### config.mk
export PLATFORM = sky130hd
export DESIGN_NAME = si_wr_sink
export DESIGN_NICKNAME = d
export VERILOG_FILES = /design/src/rtl/si_wr_sink.sv
export SDC_FILE = /design/constraint.sdc
export NUM_CORES = 2
export LEC_CHECK = 0
export ABC_AREA = 1
export BUFFER_PORTS_ARGS = -buffer_cell sky130_fd_sc_hd__buf_2
export CAP_MARGIN = 10
export CORE_MARGIN = 1
export CORE_UTILIZATION = 39
export DETAILED_ROUTE_END_ITERATION = 16
export HOLD_SLACK_MARGIN = 0.12
export SLEW_MARGIN = 0
export SYNTH_ARGS = -nofsm -noshare
export SYNTH_HDL_FRONTEND = slang
export SYNTH_SLANG_ARGS = --single-unit
### constraint.sdc
create_clock -name clk -period 10 [get_ports clk]
set_clock_uncertainty 0.1 [all_clocks]
set_input_delay 1 -clock clk [delete_from_list [all_inputs] [get_ports clk]]
set_output_delay 1 -clock clk [all_outputs]
set_load 0.01 [all_outputs]
### src/rtl/si_wr_sink.sv
// si_wr_sink: write-slave sink; FIFOs ADC burst writes and drains them into a capture memory.
// Latency: write in cycle N is readable on rd_data in cycle N+2 when FIFO empty and drain timer idle.
// Backpressure: none towards the driver; writes arriving on a full FIFO are dropped and flagged in overflow.

// si_fifo: generic single-clock FIFO with valid/ready on both sides.
// Latency: one cycle from push to out_vld; out_dat is a combinational read of the head entry.
// Backpressure: in_rdy low when full; an entry is popped only when out_rdy is high.
module si_fifo #(
    parameter int W     = 38,
    parameter int DEPTH = 4
) (
    input  logic         clk,
    input  logic         reset,
    input  logic         in_vld,
    output logic         in_rdy,
    input  logic [W-1:0] in_dat,
    output logic         out_vld,
    input  logic         out_rdy,
    output logic [W-1:0] out_dat
);
    localparam int AW = $clog2(DEPTH);

    // Extra MSB on each pointer distinguishes full from empty when the indices match.
    logic [AW:0]  wr_ptr;
    logic [AW:0]  rd_ptr;
    logic [W-1:0] store [DEPTH];
    logic         full;
    logic         empty;
    logic         push;
    logic         pop;

    assign full    = (wr_ptr[AW] != rd_ptr[AW]) && (wr_ptr[AW-1:0] == rd_ptr[AW-1:0]);
    assign empty   = (wr_ptr == rd_ptr);
    assign in_rdy  = !full;
    assign out_vld = !empty;
    assign push    = in_vld && in_rdy;
    assign pop     = out_vld && out_rdy;
    assign out_dat = store[rd_ptr[AW-1:0]];

    always_ff @(posedge clk) begin
        if (reset) begin
            wr_ptr <= '0;
            rd_ptr <= '0;
        end else begin
            if (push) wr_ptr <= wr_ptr + 1'b1;
            if (pop)  rd_ptr <= rd_ptr + 1'b1;
        end
    end

    always_ff @(posedge clk) begin
        if (push) store[wr_ptr[AW-1:0]] <= in_dat;
    end
endmodule

module si_wr_sink #(
    parameter int FIFO_DEPTH = 4,
    parameter int DRAIN_WAIT = 2,
    parameter int MEM_WORDS  = 64
) (
    input  logic        clk,
    input  logic        reset,
    input  logic        exec,
    input  logic        we,
    input  logic [8:0]  si_address,
    input  logic [31:0] si_data,
    output logic        fin,
    input  logic [5:0]  rd_addr,
    output logic [31:0] rd_data,
    output logic [15:0] word_cnt,
    output logic [31:0] checksum,
    output logic        overflow
);
    localparam int TW = (DRAIN_WAIT > 0) ? $clog2(DRAIN_WAIT + 1) : 1;

    typedef enum logic [1:0] {
        ST_IDLE,
        ST_BUSY,
        ST_DONE
    } state_t;

    typedef struct packed {
        logic [5:0]  idx;
        logic [31:0] dat;
    } cmd_t;

    state_t      state;
    logic [TW-1:0] drain_tmr;
    logic        wr_vld;
    logic        wr_rdy;
    cmd_t        wr_cmd;
    logic        head_vld;
    logic        head_rdy;
    cmd_t        head_cmd;
    logic        pop;
    logic [31:0] mem [MEM_WORDS];
    logic        unused_addr_bits;

    // Byte-lane bits of the address carry no meaning for word writes.
    assign unused_addr_bits = ^si_address[1:0];

    assign wr_vld   = exec && we && si_address[8];
    assign wr_cmd   = '{idx: si_address[7:2], dat: si_data};
    // Reset blocks the drain so a reset edge never commits a stale head entry.
    assign head_rdy = (drain_tmr == '0) && !reset;
    assign pop      = head_vld && head_rdy;

    si_fifo #(
        .W     ($bits(cmd_t)),
        .DEPTH (FIFO_DEPTH)
    ) u_cmd_fifo (
        .clk     (clk),
        .reset   (reset),
        .in_vld  (wr_vld),
        .in_rdy  (wr_rdy),
        .in_dat  (wr_cmd),
        .out_vld (head_vld),
        .out_rdy (head_rdy),
        .out_dat (head_cmd)
    );

    always_ff @(posedge clk) begin
        if (pop) mem[head_cmd.idx] <= head_cmd.dat;
    end

    assign rd_data = mem[rd_addr];

    always_ff @(posedge clk) begin
        if (reset) begin
            drain_tmr <= '0;
            word_cnt  <= '0;
            checksum  <= '0;
            overflow  <= 1'b0;
        end else begin
            if (pop) begin
                drain_tmr <= TW'(DRAIN_WAIT);
                word_cnt  <= word_cnt + 1'b1;
                checksum  <= checksum + head_cmd.dat;
            end else if (drain_tmr != '0) begin
                drain_tmr <= drain_tmr - 1'b1;
            end
            if (wr_vld && !wr_rdy) overflow <= 1'b1;
        end
    end

    always_ff @(posedge clk) begin
        if (reset) begin
            state <= ST_IDLE;
            fin   <= 1'b1;
        end else begin
            case (state)
                ST_IDLE: begin
                    if (wr_vld) begin
                        state <= ST_BUSY;
                        fin   <= 1'b0;
                    end
                end
                ST_BUSY: begin
                    if (!head_vld && drain_tmr == '0 && !wr_vld) state <= ST_DONE;
                end
                ST_DONE: begin
                    if (wr_vld) begin
                        state <= ST_BUSY;
                    end else begin
                        state <= ST_IDLE;
                        fin   <= 1'b1;
                    end
                end
                default: begin
                    state <= ST_IDLE;
                    fin   <= 1'b1;
                end
            endcase
        end
    end
endmodule

==> summary.md <==
The tools report the post-CTS setup-driven buffer insertion count as 0. In this run the static leakage power is 36.1 nW. For this block, the via count after detailed routing is 60461. TritonCTS built the clock tree. The final-report max-slew violation count is 0, and the timing-limited maximum frequency is 0.158 GHz. The wire length of the first global-routing pass was 378000 um. The tool flagged a number of max-cap violations equal to 0. Wires add up to 256000 um. In this run the worst setup path begins at rd_addr[0]. The kind of critical path is input pin to output port.

In the routed design, unresolved DRC markers number 0. The run gives 7756 as the number of cells produced by synthesis. The die outline height works out to 489 um. The worst setup path is launched from an input pin.

The min-delay analysis places its worst path in the category input pin to register. Placement row count: 178. Counting along the longest clock path gives a buffer depth of 3. Count of hold-fix buffers inserted at cts: 0. The number of global-route vias before repair came out at 57616. The tools report the later-pin clock latency in the skew report as 0.86 ns.

Setup repair after global routing left no endpoint under its margin. For the worst setup path, the data arrival time is 5.23 ns. Across every metal layer, demand over resource in global routing totals 21.3%. Setup violations remaining at the end of the flow were counted as 0.

The remaining antenna violation count was 0; the summed area of non-filler cells in the final layout was 104000 um2. Counting the buffers created by CTS gives 222. The mean routed wirelength per cell was 23.1 um; the violation count after the first detailed-routing iteration was 6725. Final cycle utilization of the critical path: 63.3%. The root buffer cell chosen for the clock tree is clkbuf_16. Cells fill 44.1% of the core in the end. Power spread over the standard cell area amounts to 235 nW/um2.

For the final estimated routing congestion in global placement, the log shows 0.822. The synthesized area per cell is 11.9 um2, and the net count after synthesis is 7845. Yosys printed 0 warnings. The run gives 19 as the number of antenna violations at the first check in global routing.

Measured against its own limit, the worst slew margin works out to 22.3%. In this run the most critical hold path is launched from si_data[6]. Entering global routing, the biggest net connects 329 pins. The worst path needs 6.33 ns of the cycle, external delays included. The number of vias per cell after detailed routing was 5.44; the accumulated negative setup slack was 0 ns. The peak fanout along the critical path was 189. The worst IR drop on VDD is 0.000295 V. The first detailed-routing pass took 6 iterations.

The floorplan step defined a die boundary enclosing 239000 um2. The clock drives 2262 sinks. The run gives 21262 as the count of fill cells added during filler insertion.

STA classifies the critical path endpoint as an output port. Sequential cells were found to cover 72.9% of the synthesized design area. The deepest level of the CTS H-tree was 4; the slew of the pin with the lowest slew margin was 1.17 ns. The area of the mapped netlist was 92300 um2; the count of port buffers added during placement was 130.

The post-CTS clock slew at the launch and capture registers of the worst setup and hold paths was 0.07 ns. For the number of different library cells in the post-synthesis netlist, the log shows 41. Share of final-layout standard cells stronger than drive strength 1: 8.66%. STA puts the critical path data required time at 8.90 ns. The horizontal extent of the die was 489 um; the total of flip-flops plus latches after synthesis was 2262. The run gives 0 as the final-report hold violation count. For the post-cts resize count, the log shows 0. The area growth from synthesis to final layout works out to 12.4%. The tightest hold path in the finished design has a slack of 0.255 ns. The total placed instance area is 96700 um2. Global routing finished with a remaining overflow of 0. For the area of the core, the log shows 235000 um2. The number of nets in the finished design was 7868. The HPWL after detailed placement is 130000 um. The run gives 133 as the count of pins on the block boundary. The initial cell density of the core was 39.2%. The flow ran to the end, and the final reports show no timing, DRC or antenna violations.
## cell usage after synthesis (all sizes together)
library cell / n / area, um2
a21o: 1 / 7.51
a21oi: 171 / 856
a2bb2oi: 1 / 8.76
a31oi: 2 / 12.5
a32o: 1 / 10.0
a32oi: 5 / 62.6
and2: 3 / 18.8
buf: 259 / 1670
clkbuf: 225 / 847
clkinv: 2 / 7.51
dfxtp: 62 / 1240
edfxtp: 2200 / 66100
fa: 1 / 20.0
ha: 37 / 463
inv: 297 / 1120
nand2: 1768 / 6640
nand3: 1270 / 6360
nand3b: 3 / 22.5
nand4: 4 / 25.0
nor2: 574 / 2160
nor3: 12 / 60.1
o21ai: 604 / 3020
o21ba: 1 / 10.0
o21bai: 3 / 22.5
o22ai: 223 / 1400
o31ai: 1 / 7.51
or2: 2 / 12.5
xnor2: 18 / 158
xor2: 6 / 52.6
## area by class of cell
cell class | instances | area, um2 | area share (%)
well taps | 3150 | 3940 | 3.80
clock inverters | 123 | 1130 | 1.09
diodes | 3 | 7.51 | 0.00723
flip-flops and latches | 2262 | 67300 | 64.9
repair buffers | 283 | 1940 | 1.87
inverters | 299 | 1170 | 1.13
multi-input cells | 4711 | 22300 | 21.5
clock buffers | 290 | 5940 | 5.73
## cell usage in the layout (no fill, tap or decap), types with 68 or more instances in the layout
master     Yosys  layout
a21oi_1      171     171
buf_2        135     125
buf_4         25     146
clkbuf_16      0     224
edfxtp_1    2200    2200
inv_1        293     290
nand2_1     1768    1767
nand3_1     1270    1270
nor2_1       571     503
nor2_4         0      68
o21ai_0      600     600
o22ai_1      223     192
## worst max-delay path, cell delays in order
cell     delay (ns)
buf_8          0.48
buf_12         0.56
buf_12         0.64
buf_4          0.81
o21ai_0        0.22
o22ai_1        0.20
nand2_1        0.07
nand2_1        0.11
nand2_1        0.06
nand3_1        0.22
nand3_1        0.16
nand2_1        0.18
buf_2          0.16
## sequential cells by signal, summed over array words and instances (netlist names), named ones only
signal             cells
checksum              32
drain_tmr              2
fin                    1
mem                 2048
overflow               1
state                  2
u_cmd_fifo.rd_ptr      3
u_cmd_fifo.store     152
u_cmd_fifo.wr_ptr      3
word_cnt              16
## report_power, final
part / total, mW / switching (mW) / internal, mW
sequential: 12.0 / 0.0933 / 11.9
clock: 8.17 / 3.57 / 4.60
combinational: 4.23 / 3.36 / 0.865
total: 24.4 / 7.03 / 17.4
## metrics by stage
stage	total power [mW]	std cells	setup slack [ns]
6_report	24.4	11121	3.67
5_1_grt	25.3	11121	3.25
4_1_cts	24.5	11118	3.72
3_5_place_dp	16.4	10705	3.72
3_3_place_gp	16.3	10705	3.75
2_1_floorplan	14.6	7756	5.54
## kinds of logic (layout without fill, tap and decap cells)
kind of cell | Yosys count | count (layout) | synth area share [%]
other cells | 0 | 3 | 0
flops | 2262 | 2262 | 72.9
compound gates | 1013 | 1013 | 5.86
xor+xnor | 24 | 24 | 0.228
buf+inv | 783 | 995 | 3.94
simple gates | 3636 | 3636 | 16.6
fa+ha+maj | 38 | 38 | 0.523
## final timing paths
path | endpoint | slack, ns | cells past startpoint
setup / recovery | rd_data[16] | 3.67 | 13
hold / removal | u_cmd_fifo.store[2][6]$_DFFE_PP_ | 0.25 | 1
setup reg to reg | mem[15][30]$_DFFE_PP_ | 5.44 | 8
hold reg to reg | drain_tmr[0]$_SDFFE_PP0P_ | 0.32 | 2
## per-layer routing
layer / share of wire (%) / global-route usage, % / up-vias
met3: 7.8 / 3.37 / 387
met1: 42 / 28.9 / 30019
met5: 0.054 / 0 / -
met2: 48 / 34.9 / 2372
li1: - / - / 27661
met4: 2.7 / 6.44 / 22
Note: power is estimated with default switching activity, not from simulation.
